## config.mk

```make
export PLATFORM = sky130hd
export DESIGN_NAME = tower_turret_flat
export DESIGN_NICKNAME = d
export VERILOG_FILES = /design/src/rtl/tower_pkg.sv /design/src/rtl/tower_turret_if.sv /design/src/rtl/tower_dist_sq.sv /design/src/rtl/tower_turret.sv /design/src/flat_wrapper.sv
export SDC_FILE = /design/constraint.sdc
export NUM_CORES = 1
export LEC_CHECK = 0
export CAP_MARGIN = 20
export CORE_ASPECT_RATIO = 0.7
export CORE_MARGIN = 3
export CORE_UTILIZATION = 61
export DETAILED_ROUTE_END_ITERATION = 8
export PLACE_DENSITY_LB_ADDON = 0.1
export SLEW_MARGIN = 40
export SYNTH_ARGS = -nofsm -noshare
export SYNTH_HDL_FRONTEND = slang
export SYNTH_HIERARCHICAL = 1
export SYNTH_SLANG_ARGS = --single-unit
```

## constraint.sdc

```tcl
create_clock -name clk -period 15.25 [get_ports clk]
set_clock_uncertainty 0.1 [all_clocks]
set_input_delay 3.8125 -clock clk [delete_from_list [all_inputs] [get_ports clk]]
set_output_delay 3.8125 -clock clk [all_outputs]
set_load 0.1 [all_outputs]
```

## src/rtl/tower_pkg.sv

```systemverilog
// Shared types and constants for the tower turret datapath.
package tower_pkg;

  typedef enum logic [1:0] {
    COOL = 2'd0,
    SCAN = 2'd1,
    FIRE = 2'd2,
    DEAD = 2'd3
  } tower_state_e;

  // Unit numbers are 1-based on the outputs; 0 means no target.
  localparam int IDX_NONE = 0;

  // Width of an unsigned dx^2 + dy^2 for COORD_W-bit screen coordinates.
  function automatic int dist_sq_w(input int coord_w);
    return 2 * coord_w + 3;
  endfunction

endpackage

```

## src/rtl/tower_turret_if.sv

```systemverilog
// Fire request handshake between a tower and the arrow sprite logic.
interface tower_turret_if #(
  parameter int N_UNITS = 4,
  parameter int COORD_W = 10
);
  localparam int IDX_W = $clog2(N_UNITS + 1);

  logic               arrow_on;
  logic [IDX_W-1:0]   attack_index;
  logic [COORD_W-1:0] target_x;
  logic [COORD_W-1:0] target_y;
  logic               fire_ack;

  modport master (
    output arrow_on,
    output attack_index,
    output target_x,
    output target_y,
    input  fire_ack
  );

  modport slave (
    input  arrow_on,
    input  attack_index,
    input  target_x,
    input  target_y,
    output fire_ack
  );

endinterface

```

## src/rtl/tower_dist_sq.sv

```systemverilog
// Squared distance from tower to one unit, plus the attack-radius compare.
module tower_dist_sq
  import tower_pkg::*;
#(
  parameter int COORD_W = 10,
  parameter int RANGE   = 100
) (
  input  logic [COORD_W-1:0]              unit_x,
  input  logic [COORD_W-1:0]              unit_y,
  input  logic [COORD_W-1:0]              tower_x,
  input  logic [COORD_W-1:0]              tower_y,
  output logic [dist_sq_w(COORD_W)-1:0]   dist_sq,
  output logic                            in_range
);
  localparam int DIST_W = dist_sq_w(COORD_W);
  localparam logic [DIST_W-1:0] RANGE_SQ = DIST_W'(RANGE * RANGE);

  logic signed [COORD_W:0]     dx;
  logic signed [COORD_W:0]     dy;
  logic signed [2*COORD_W+1:0] dx_sq;
  logic signed [2*COORD_W+1:0] dy_sq;

  always_comb begin
    dx       = $signed({1'b0, unit_x}) - $signed({1'b0, tower_x});
    dy       = $signed({1'b0, unit_y}) - $signed({1'b0, tower_y});
    dx_sq    = dx * dx;
    dy_sq    = dy * dy;
    // Squares are never negative, so zero-extension is safe.
    dist_sq  = DIST_W'($unsigned(dx_sq)) + DIST_W'($unsigned(dy_sq));
    in_range = (dist_sq <= RANGE_SQ);
  end

endmodule

```

## src/rtl/tower_turret.sv

```systemverilog
// Defensive tower: cooldown, sequential nearest-target scan, fire handshake
// and saturating hit-point tracking.
module tower_turret
  import tower_pkg::*;
#(
  parameter int N_UNITS  = 4,
  parameter int COORD_W  = 10,
  parameter int HP_W     = 6,
  parameter int HP_INIT  = 30,
  parameter int DMG_W    = 4,
  parameter int RANGE    = 100,
  parameter int COOLDOWN = 61
) (
  input  logic                              clk,
  input  logic                              reset,
  input  logic [COORD_W-1:0]                tower_x,
  input  logic [COORD_W-1:0]                tower_y,
  input  logic [N_UNITS-1:0][COORD_W-1:0]   unit_x,
  input  logic [N_UNITS-1:0][COORD_W-1:0]   unit_y,
  input  logic [N_UNITS-1:0]                unit_valid,
  input  logic [N_UNITS-1:0][DMG_W-1:0]     dmg_in,
  tower_turret_if.master                    arrow_bus,
  output logic [HP_W-1:0]                   hp,
  output logic                              destroyed
);
  localparam int IDX_W  = $clog2(N_UNITS + 1);
  localparam int CNT_W  = (COOLDOWN > 1) ? $clog2(COOLDOWN) : 1;
  localparam int SUM_W  = DMG_W + $clog2(N_UNITS);
  localparam int HS_W   = (HP_W > SUM_W) ? HP_W : SUM_W;
  localparam int DIST_W = dist_sq_w(COORD_W);

  localparam logic [CNT_W-1:0] CNT_LOAD = CNT_W'(COOLDOWN - 1);
  localparam logic [IDX_W-1:0] PTR_LAST = IDX_W'(N_UNITS - 1);
  localparam logic [IDX_W-1:0] IDX_NULL = IDX_W'(IDX_NONE);
  localparam logic [HP_W-1:0]  HP_RESET = HP_W'(HP_INIT);

  tower_state_e        state_reg, state_next;
  logic [CNT_W-1:0]    cnt_reg, cnt_next;
  logic [IDX_W-1:0]    ptr_reg, ptr_next;
  logic                best_valid_reg, best_valid_next;
  logic [IDX_W-1:0]    best_idx_reg, best_idx_next;
  logic [DIST_W-1:0]   best_d2_reg, best_d2_next;
  logic [COORD_W-1:0]  best_x_reg, best_x_next;
  logic [COORD_W-1:0]  best_y_reg, best_y_next;
  logic                arrow_on_reg, arrow_on_next;
  logic [IDX_W-1:0]    attack_index_reg, attack_index_next;
  logic [COORD_W-1:0]  target_x_reg, target_x_next;
  logic [COORD_W-1:0]  target_y_reg, target_y_next;
  logic [HP_W-1:0]     hp_reg, hp_next;
  logic                destroyed_reg, destroyed_next;

  logic [N_UNITS-1:0]            ptr_hit;
  logic [N_UNITS-1:0]            tgt_hit;
  logic [N_UNITS-1:0][SUM_W-1:0] dmg_ext;

  logic [COORD_W-1:0] sel_x;
  logic [COORD_W-1:0] sel_y;
  logic               sel_valid;
  logic               tgt_valid;
  logic [SUM_W-1:0]   dmg_sum;
  logic [HP_W-1:0]    hp_after;
  logic [DIST_W-1:0]  dist_sq;
  logic               in_range;
  logic               better;
  logic [IDX_W-1:0]   ptr_unit;

  generate
    for (genvar gi = 0; gi < N_UNITS; gi++) begin : g_chan
      assign ptr_hit[gi] = (ptr_reg == IDX_W'(gi));
      assign tgt_hit[gi] = (attack_index_reg == IDX_W'(gi + 1));
      assign dmg_ext[gi] = SUM_W'(dmg_in[gi]);
    end
  endgenerate

  // One-hot selects keep the mux free of out-of-range array indexing.
  always_comb begin
    sel_x     = '0;
    sel_y     = '0;
    sel_valid = 1'b0;
    tgt_valid = 1'b0;
    dmg_sum   = '0;
    for (int i = 0; i < N_UNITS; i++) begin
      if (ptr_hit[i]) begin
        sel_x     = unit_x[i];
        sel_y     = unit_y[i];
        sel_valid = unit_valid[i];
      end
      if (tgt_hit[i]) begin
        tgt_valid = unit_valid[i];
      end
      dmg_sum = dmg_sum + dmg_ext[i];
    end
  end

  tower_dist_sq #(
    .COORD_W (COORD_W),
    .RANGE   (RANGE)
  ) u_dist (
    .unit_x   (sel_x),
    .unit_y   (sel_y),
    .tower_x  (tower_x),
    .tower_y  (tower_y),
    .dist_sq  (dist_sq),
    .in_range (in_range)
  );

  always_comb begin
    hp_after = (HS_W'(hp_reg) >= HS_W'(dmg_sum)) ?
               HP_W'(HS_W'(hp_reg) - HS_W'(dmg_sum)) : '0;
    // Strict compare: ties keep the earlier (lower-numbered) unit.
    better   = sel_valid && in_range &&
               (!best_valid_reg || (dist_sq < best_d2_reg));
    ptr_unit = ptr_reg + IDX_W'(1);
  end

  always_comb begin
    state_next        = state_reg;
    cnt_next          = cnt_reg;
    ptr_next          = ptr_reg;
    best_valid_next   = best_valid_reg;
    best_idx_next     = best_idx_reg;
    best_d2_next      = best_d2_reg;
    best_x_next       = best_x_reg;
    best_y_next       = best_y_reg;
    arrow_on_next     = arrow_on_reg;
    attack_index_next = attack_index_reg;
    target_x_next     = target_x_reg;
    target_y_next     = target_y_reg;
    hp_next           = hp_reg;
    destroyed_next    = destroyed_reg;

    case (state_reg)
      COOL: begin
        if (cnt_reg == '0) begin
          state_next      = SCAN;
          ptr_next        = '0;
          best_valid_next = 1'b0;
        end else begin
          cnt_next = cnt_reg - CNT_W'(1);
        end
      end

      SCAN: begin
        if (better) begin
          best_valid_next = 1'b1;
          best_idx_next   = ptr_unit;
          best_d2_next    = dist_sq;
          best_x_next     = sel_x;
          best_y_next     = sel_y;
        end
        if (ptr_reg == PTR_LAST) begin
          if (better || best_valid_reg) begin
            state_next        = FIRE;
            arrow_on_next     = 1'b1;
            attack_index_next = better ? ptr_unit : best_idx_reg;
            target_x_next     = better ? sel_x : best_x_reg;
            target_y_next     = better ? sel_y : best_y_reg;
          end else begin
            state_next        = COOL;
            cnt_next          = CNT_LOAD;
            attack_index_next = IDX_NULL;
          end
        end else begin
          ptr_next = ptr_unit;
        end
      end

      FIRE: begin
        if (arrow_bus.fire_ack) begin
          state_next    = COOL;
          cnt_next      = CNT_LOAD;
          arrow_on_next = 1'b0;
        end else if (!tgt_valid) begin
          state_next        = COOL;
          cnt_next          = CNT_LOAD;
          arrow_on_next     = 1'b0;
          attack_index_next = IDX_NULL;
        end
      end

      default: begin
        arrow_on_next     = 1'b0;
        attack_index_next = IDX_NULL;
        destroyed_next    = 1'b1;
      end
    endcase

    // Damage is live in every state but DEAD; lethal damage overrides the FSM.
    if (state_reg != DEAD) begin
      hp_next = hp_after;
      if (hp_after == '0) begin
        state_next        = DEAD;
        arrow_on_next     = 1'b0;
        attack_index_next = IDX_NULL;
        destroyed_next    = 1'b1;
      end
    end
  end

  always_ff @(posedge clk or posedge reset) begin
    if (reset) begin
      state_reg        <= COOL;
      cnt_reg          <= CNT_LOAD;
      ptr_reg          <= '0;
      best_valid_reg   <= 1'b0;
      best_idx_reg     <= IDX_NULL;
      best_d2_reg      <= '0;
      best_x_reg       <= '0;
      best_y_reg       <= '0;
      arrow_on_reg     <= 1'b0;
      attack_index_reg <= IDX_NULL;
      target_x_reg     <= '0;
      target_y_reg     <= '0;
      hp_reg           <= HP_RESET;
      destroyed_reg    <= 1'b0;
    end else begin
      state_reg        <= state_next;
      cnt_reg          <= cnt_next;
      ptr_reg          <= ptr_next;
      best_valid_reg   <= best_valid_next;
      best_idx_reg     <= best_idx_next;
      best_d2_reg      <= best_d2_next;
      best_x_reg       <= best_x_next;
      best_y_reg       <= best_y_next;
      arrow_on_reg     <= arrow_on_next;
      attack_index_reg <= attack_index_next;
      target_x_reg     <= target_x_next;
      target_y_reg     <= target_y_next;
      hp_reg           <= hp_next;
      destroyed_reg    <= destroyed_next;
    end
  end

  assign arrow_bus.arrow_on     = arrow_on_reg;
  assign arrow_bus.attack_index = attack_index_reg;
  assign arrow_bus.target_x     = target_x_reg;
  assign arrow_bus.target_y     = target_y_reg;
  assign hp                     = hp_reg;
  assign destroyed              = destroyed_reg;

endmodule

```

## src/flat_wrapper.sv

```systemverilog
// flat-port wrapper written by rule: the top's interface ports become plain ports
module tower_turret_flat import tower_pkg::*;
#(
  parameter int N_UNITS  = 4,
  parameter int COORD_W  = 10,
  parameter int HP_W     = 6,
  parameter int HP_INIT  = 30,
  parameter int DMG_W    = 4,
  parameter int RANGE    = 100,
  parameter int COOLDOWN = 61
)
  (clk, reset, tower_x, tower_y, unit_x, unit_y, unit_valid, dmg_in, hp, destroyed, arrow_bus_arrow_on, arrow_bus_attack_index, arrow_bus_target_x, arrow_bus_target_y, arrow_bus_fire_ack);
  tower_turret_if #(.N_UNITS(N_UNITS), .COORD_W(COORD_W)) arrow_bus_i ();
  input  logic clk;
  input  logic reset;
  input  logic [COORD_W-1:0] tower_x;
  input  logic [COORD_W-1:0] tower_y;
  input  logic [N_UNITS-1:0][COORD_W-1:0] unit_x;
  input  logic [N_UNITS-1:0][COORD_W-1:0] unit_y;
  input  logic [N_UNITS-1:0] unit_valid;
  input  logic [N_UNITS-1:0][DMG_W-1:0] dmg_in;
  output logic [HP_W-1:0] hp;
  output logic destroyed;
  output wire logic [$bits(arrow_bus_i.arrow_on)-1:0] arrow_bus_arrow_on;
  output wire logic [$bits(arrow_bus_i.attack_index)-1:0] arrow_bus_attack_index;
  output wire logic [$bits(arrow_bus_i.target_x)-1:0] arrow_bus_target_x;
  output wire logic [$bits(arrow_bus_i.target_y)-1:0] arrow_bus_target_y;
  input wire logic [$bits(arrow_bus_i.fire_ack)-1:0] arrow_bus_fire_ack;
  assign arrow_bus_arrow_on = arrow_bus_i.arrow_on;
  assign arrow_bus_attack_index = arrow_bus_i.attack_index;
  assign arrow_bus_target_x = arrow_bus_i.target_x;
  assign arrow_bus_target_y = arrow_bus_i.target_y;
  assign arrow_bus_i.fire_ack = arrow_bus_fire_ack;
  tower_turret #(.N_UNITS(N_UNITS), .COORD_W(COORD_W), .HP_W(HP_W), .HP_INIT(HP_INIT), .DMG_W(DMG_W), .RANGE(RANGE), .COOLDOWN(COOLDOWN)) u_core (.clk(clk), .reset(reset), .tower_x(tower_x), .tower_y(tower_y), .unit_x(unit_x), .unit_y(unit_y), .unit_valid(unit_valid), .dmg_in(dmg_in), .arrow_bus(arrow_bus_i), .hp(hp), .destroyed(destroyed));
endmodule
```

# Word-level counts from Yosys, hierarchy flattened
# Index checks and enable logic that the tools add are counted.
[word_totals]
ff_bits = 89
in_bits = 123
output_inout_bits = 31
mem_bits_rw = 0
rom_bits = 0
latchBits = 0
elab_cells = 119
memories = 0
[classes]
n_bitwise = 0
n_mul = 2
div_mod_pow = 0
n_reduce_logical = 17
n_addsub = 9
n_lt_le_gt_ge = 3
shifts = 0
n_mux = 57
n_eq_ne = 17
[ops]
columns = ["cell", "n"]
rows = [
  ["$mux W10", 10],
  ["$mul A11 B11 Y22", 2],
  ["$mux W6", 6],
  ["$mux W3", 9],
  ["$add A22 B22 Y23", 1],
  ["$le A23 B14 Y1 const B", 1],
  ["$lt A23 B23 Y1", 1],
  ["$sub A10 B10 Y11", 2],
  ["$mux W1", 19],
  ["$pmux W6 S3", 1],
  ["$mux W2", 7],
  ["$add A6 B4 Y6", 2],
  ["$eq A3 B2 Y1 const B", 4],
  ["$logic_not A6 Y1", 2],
  ["$pmux W3 S3", 1],
  ["$reduce_and A3 Y1", 3],
  ["$ne A2 B2 Y1 const B", 4],
  ["$eq A3 B1 Y1 const B", 2],
  ["$ge A6 B6 Y1", 1],
  ["$ne A2 B1 Y1 const B", 3],
  ["$pmux W2 S3", 1],
  ["$pmux W3 S2", 1],
  ["$sub A6 B1 Y6 const B", 1],
  ["$sub A6 B6 Y6", 1],
  ["other kinds (18)", 20],
]

# Depth between registers and ports, before layout
[depth]
ltp_word = 17
mapped_depth = 55
depth_no_buf = 50

# Hierarchy
# The synthesis kept the hierarchy.
[by_module_without_submodules]
columns = ["mod", "seq_area_each_um2", "area_each_um2", "cells_per_inst", "n_inst"]
rows = [
  ["tower_dist_sq", 0.0, 10421.2, 1270, 1],
  ["tower_turret", 2237.1, 5998.3, 624, 1],
]

# Least setup slack after synthesis
# Ideal clock, no wire load.
[synth_timing]
path_type = "input-to-reg"
from = "input unit_y[10] (netlist bit)"
to = "register u_core.best_y_reg[1]"
t_arrival_ns = 13.811
path_slack_ns = 1.212
n_path_buf = 4
cell_stages = 47
required_time_ns = 15.023
setup_time_ns = 0.127
cell_sequence = "nand2_1 > o211ai_1 > a32o_1 > inv_1 > ha_1 > inv_1 > fa_1 > a21o_1 > a21oi_1 > o21bai_1 > a21oi_1 > o21ai_1 > a31o_2 > inv_1 > buf_2 > nand2_1 > fa_1 > inv_1 > [11 not listed] > ha_1 > buf_2 > a21o_4 > a21oi_1 > nor2b_1 > or4_1 > o21ai_1 > xnor2_1 > nor4_1 > and4b_1 > or4b_1 > a21oi_1 > or2_2 > o41a_2 > and3_1 > buf_4 > buf_6 > mux2_1"
[synth_between]
elab_chain_len = 10
elab_cells_between_ends = 12
cone_classes = "add/sub: 2; mul: 1; order compare: 2; mux: 4; reduce/logical: 3"
[synth_rtl]
columns = ["element", "line_no", "rtl"]
rows = [
  ["start: declaration", "flat_wrapper.sv:19", "input logic [N_UNITS-1:0][COORD_W-1:0] unit_y;"],
  ["$mux W10 (3 in a row)", "tower_turret.sv:83", "if (ptr_hit[i]) begin"],
  ["net u_core.sel_y[0]", "tower_turret.sv:57", "logic [COORD_W-1:0] sel_y;"],
  ["$sub A10 B10 Y11", "tower_dist_sq.sv:25", "dy = $signed({1'b0, unit_y}) - $signed({1'b0, tower_y});"],
  ["$mul A11 B11 Y22", "tower_dist_sq.sv:27", "dy_sq = dy * dy;"],
  ["$add A22 B22 Y23", "tower_dist_sq.sv:29", "dist_sq = DIST_W'($unsigned(dx_sq)) + DIST_W'($unsigned(dy_sq));"],
  ["net u_core.dist_sq[21]", "tower_turret.sv:62", "logic [DIST_W-1:0] dist_sq;"],
  ["$le A23 B14 Y1", "tower_dist_sq.sv:30", "in_range = (dist_sq <= RANGE_SQ);"],
  ["net u_core.in_range", "tower_turret.sv:63", "logic in_range;"],
  ["$logic_and A1 B1 Y1 (2 in a row)", "tower_turret.sv:111", "better = sel_valid && in_range &&"],
  ["$mux W10", "n/a", ""],
  ["end signal: assignment", "tower_turret.sv:224", "best_y_reg <= best_y_next;"],
  ["end: declaration", "tower_turret.sv:44", "logic [COORD_W-1:0] best_y_reg, best_y_next;"],
]
# The timed path passes the listed nets, and every way through them passes these cells.
# A chain may end at the register's enable or synchronous reset.

# Worst setup path in the final report
[layout_timing]
from = "input unit_x[10] (netlist bit)"
to = "register u_core.best_d2_reg[10]"
[layout_between]
elab_chain_len = 10
elab_cells_between_ends = 12
cone_classes = "add/sub: 2; mul: 1; order compare: 2; mux: 3; reduce/logical: 4"
[layout_rtl]
columns = ["element", "line_no", "rtl"]
rows = [
  ["start: declaration", "flat_wrapper.sv:18", "input logic [N_UNITS-1:0][COORD_W-1:0] unit_x;"],
  ["$mux W10 * (3 in a row)", "tower_turret.sv:83", ""],
  ["net u_core.sel_x[0]", "tower_turret.sv:56", "logic [COORD_W-1:0] sel_x;"],
  ["$sub A10 B10 Y11 *", "tower_dist_sq.sv:24", "dx = $signed({1'b0, unit_x}) - $signed({1'b0, tower_x});"],
  ["$mul A11 B11 Y22 *", "tower_dist_sq.sv:26", "dx_sq = dx * dx;"],
  ["$add A22 B22 Y23 *", "tower_dist_sq.sv:29", ""],
  ["net u_core.dist_sq[22]", "tower_turret.sv:62", ""],
  ["$le A23 B14 Y1 or $lt A23 B23 Y1 (tied branches)", "tower_dist_sq.sv:30, tower_turret.sv:112", ""],
  ["$logic_and A1 B1 Y1 or $logic_or A1 B1 Y1 (tied branches)", "tower_turret.sv:111, tower_turret.sv:112", ""],
  ["$logic_and A1 B1 Y1 *", "tower_turret.sv:111", ""],
  ["$reduce_and A2 Y1 (no source line) *", "n/a", ""],
  ["end signal: assignment", "tower_turret.sv:222", "best_d2_reg <= best_d2_next;"],
  ["end: declaration", "tower_turret.sv:42", "logic [DIST_W-1:0] best_d2_reg, best_d2_next;"],
]
# Mark *: on every way through the listed nets, which the timed path passes. The rest lies on a longest branch.

==> run metrics <==
non-filler cells, final 2408; clk_lat worst skew 0.35 ns; mapped cell area 16400 µm²; nets 2565; largest family of logic cells by synthesized area adder cells; Post-DRT Antenna Nets 0; Yosys reg bits 89; Worst Path Required 15.37 ns; Synth Flop Type dfrtp_1; Hold Vio Cnt, Final 0; number of enable flip-flop cells after synthesis 0; Worst Path Max Fanout 12; Inst Count DP 2391; core area 26100 µm²; via/cell ratio 5.66; Ys Warns 6; die area 29000 µm²; clk root buf clkbuf_16; max reg flops 23; Slew HR 0.492; drt initial violations 1001; Achievable Freq 0.0677 GHz; via count 13600; row cnt 49; CTS tree done; Slowest cell on crit path fa_1; Die Y-Extent 143 µm; IO Count 154; vias in the first global route 13900; Post-CTS Setup Inserts 0; met2 Usage GRT 0.465; Hold Path Cell Cnt 1; DRC errors left 0; CTS sink count 89; fillers 2050; Fin Hold WS 0.367 ns; worst-margin pin slew 0.762 ns; met1 Use GR 0.411; die span in x 202 µm; max cap viols 0; syn nets 2413; Post-synth ARST share 1.00; ant diodes 0; Setup violations, final 0; drt pass-1 iters 5; DRT Wirelength 40500 µm; Synth Area per Inst 8.67 µm²; crit path kind in -> reg; crit share post-route 0.969; Worst-path clk slew 0.07 ns; Routed wire per std cell 16.8 µm; area share of and/or/nand/nor cells after synthesis 0.130; type of origin of the critical path input port; Crit. End Element register; worst r2r path cells 46; Distinct cells, synth 86; hold crit path type reg -> reg; min cycle time layout 14.77 ns; starting density of the core 0.630; mux cell area share after synthesis 0.0340; TritonCTS Buffers 9; final slew viol count 0; RePlAce Congestion 0.933; Compound-Gate Fraction of Synth Area 0.139; outcome finished, final reports clean; Post-Synthesis Cells 1894; Adder-Cell Fraction of Synth Area 0.401; Setup TNS 0 ns; H-tree lvl count 3; CP arrival 14.90 ns; initial antenna violation count 0; CP dominant cell by count fa_1; share of cells above drive strength 1 0.0648; CTS max path bufs 2; sequential-to-total area share from yosys stat 0.136; Layout area overhead 14.1%; hpwl dp 33700 µm; IO Port Bufs 153; GRT Resource Usage Total 0.288; GR Util met3 0.0592; Post-Synth XOR/XNOR Area 0.0443; total gr overflow 0; first-pass GRT wire length 68200 µm; largest net degree at the start of global routing 60; worst stage delay on the critical path 0.56 ns; GRT busiest layer met2
## metal layers
metal / wire length, µm / share of wire / vias to the layer above
met3: 3250 / 0.080 / 49
met4: 677 / 0.017 / 0
met1: 18400 / 0.45 / 6668
li1: - / - / 6427
met5: 0 / 0 / -
met2: 18200 / 0.45 / 482
## layout make-up
class	count	area, µm²	area share
flip-flops and latches	89	2240	0.119
inverters	452	1700	0.0906
repair buffers	185	1670	0.0892
clock inverters	5	60.1	0.00321
clock buffers	11	253	0.0135
multi-input cells	1309	12400	0.660
well taps	357	447	0.0238
## worst paths after layout
| path | from | to | slack [ns] |
|---|---|---|---|
| max reg2reg | u_core/ptr_reg[1]$_DFFE_PP0P_ | u_core/best_d2_reg[10]$_DFFE_PP0P_ | 3.12 |
| min in group asynchronous | reset | u_core/arrow_bus.target_x[7]$_DFFE_PP0P_ | 3.72 |
| max | unit_x[10] | u_core/best_d2_reg[10]$_DFFE_PP0P_ | 0.48 |
| min reg2reg | u_core/destroyed$_DFF_PP0_ | u_core/destroyed$_DFF_PP0_ | 0.37 |
| max in group asynchronous | reset | u_core/best_d2_reg[19]$_DFFE_PP0P_ | 10.19 |
| min | u_core/destroyed$_DFF_PP0_ | u_core/destroyed$_DFF_PP0_ | 0.37 |
## cell usage in the layout, fill, tap and decap left out, drive strengths merged, types with 12 or more instances in the layout
cell and n:
a21o 24, a21oi 75, a32o 20, and2 13, buf 62, clkbuf 12
clkdlybuf4s50 122, dfrtp 81, fa 216, ha 180, inv 451, mux2 46
nand2 179, nand2b 30, nand3 30, nor2 103, nor2b 16, nor3 44
o211ai 23, o21a 14, o21ai 39, o31ai 33, xnor2 58, xor2 25
## stage by stage
step,cell area (µm²),setup slack [ns],util
2_1_floorplan,16400,1.21,-
3_3_place_gp,18500,0.256,0.709
3_5_place_dp,18300,0.00612,0.703
4_1_cts,18600,0.325,0.715
5_1_grt,18700,-0.0573,0.719
6_report,18700,0.476,0.719
## logic make-up after synthesis
family | count (synthesis)
xor gates and xnor gates | 83
muxes | 50
adders and majority gates | 396
buffers and inverters | 496
AOI/OAI and AO/OA | 319
DFF | 89
and+or+nand+nor | 461
## critical path: cells and delay by family
kind | cells | cell delay [ns]
buffers and inverters | 7 | 0.95
muxes | 1 | 0.32
and+or+nand+nor | 11 | 1.57
xor gates and xnor gates | 2 | 0.46
adders and majority gates | 10 | 4.16
AOI/OAI and AO/OA | 14 | 3.62
## cells in the mapped netlist (7+ instances only)
cell type / instances / area (µm²)
a32o_1: 20 / 200
and2_1: 12 / 75.1
o21ai_1: 8 / 40.0
dfstp_2: 8 / 210
xor2_1: 25 / 219
a31oi_1: 11 / 68.8
ha_1: 180 / 2250
o211ai_1: 23 / 173
clkbuf_1: 33 / 124
nand4_1: 7 / 43.8
nor3_1: 43 / 215
nand2_1: 179 / 672
fa_1: 216 / 4320
a21o_1: 23 / 173
o21ai_0: 30 / 150
o21a_1: 14 / 105
nand2b_1: 30 / 188
nor2_1: 102 / 383
nand3_1: 30 / 150
a21oi_1: 74 / 370
a211oi_1: 9 / 67.6
dfrtp_1: 81 / 2030
nor2b_1: 15 / 93.8
mux2_1: 46 / 518
inv_1: 444 / 1670
o31ai_1: 31 / 233
xnor2_1: 58 / 508
## repair_timing
item,in CTS,in global routing
endpoints found under the setup margin,0,75
gates resized for setup,0,22
hold buffers,0,0
Power is not shown: default switching activity piles up to over one toggle a cycle in this logic, so the estimate is an artifact.
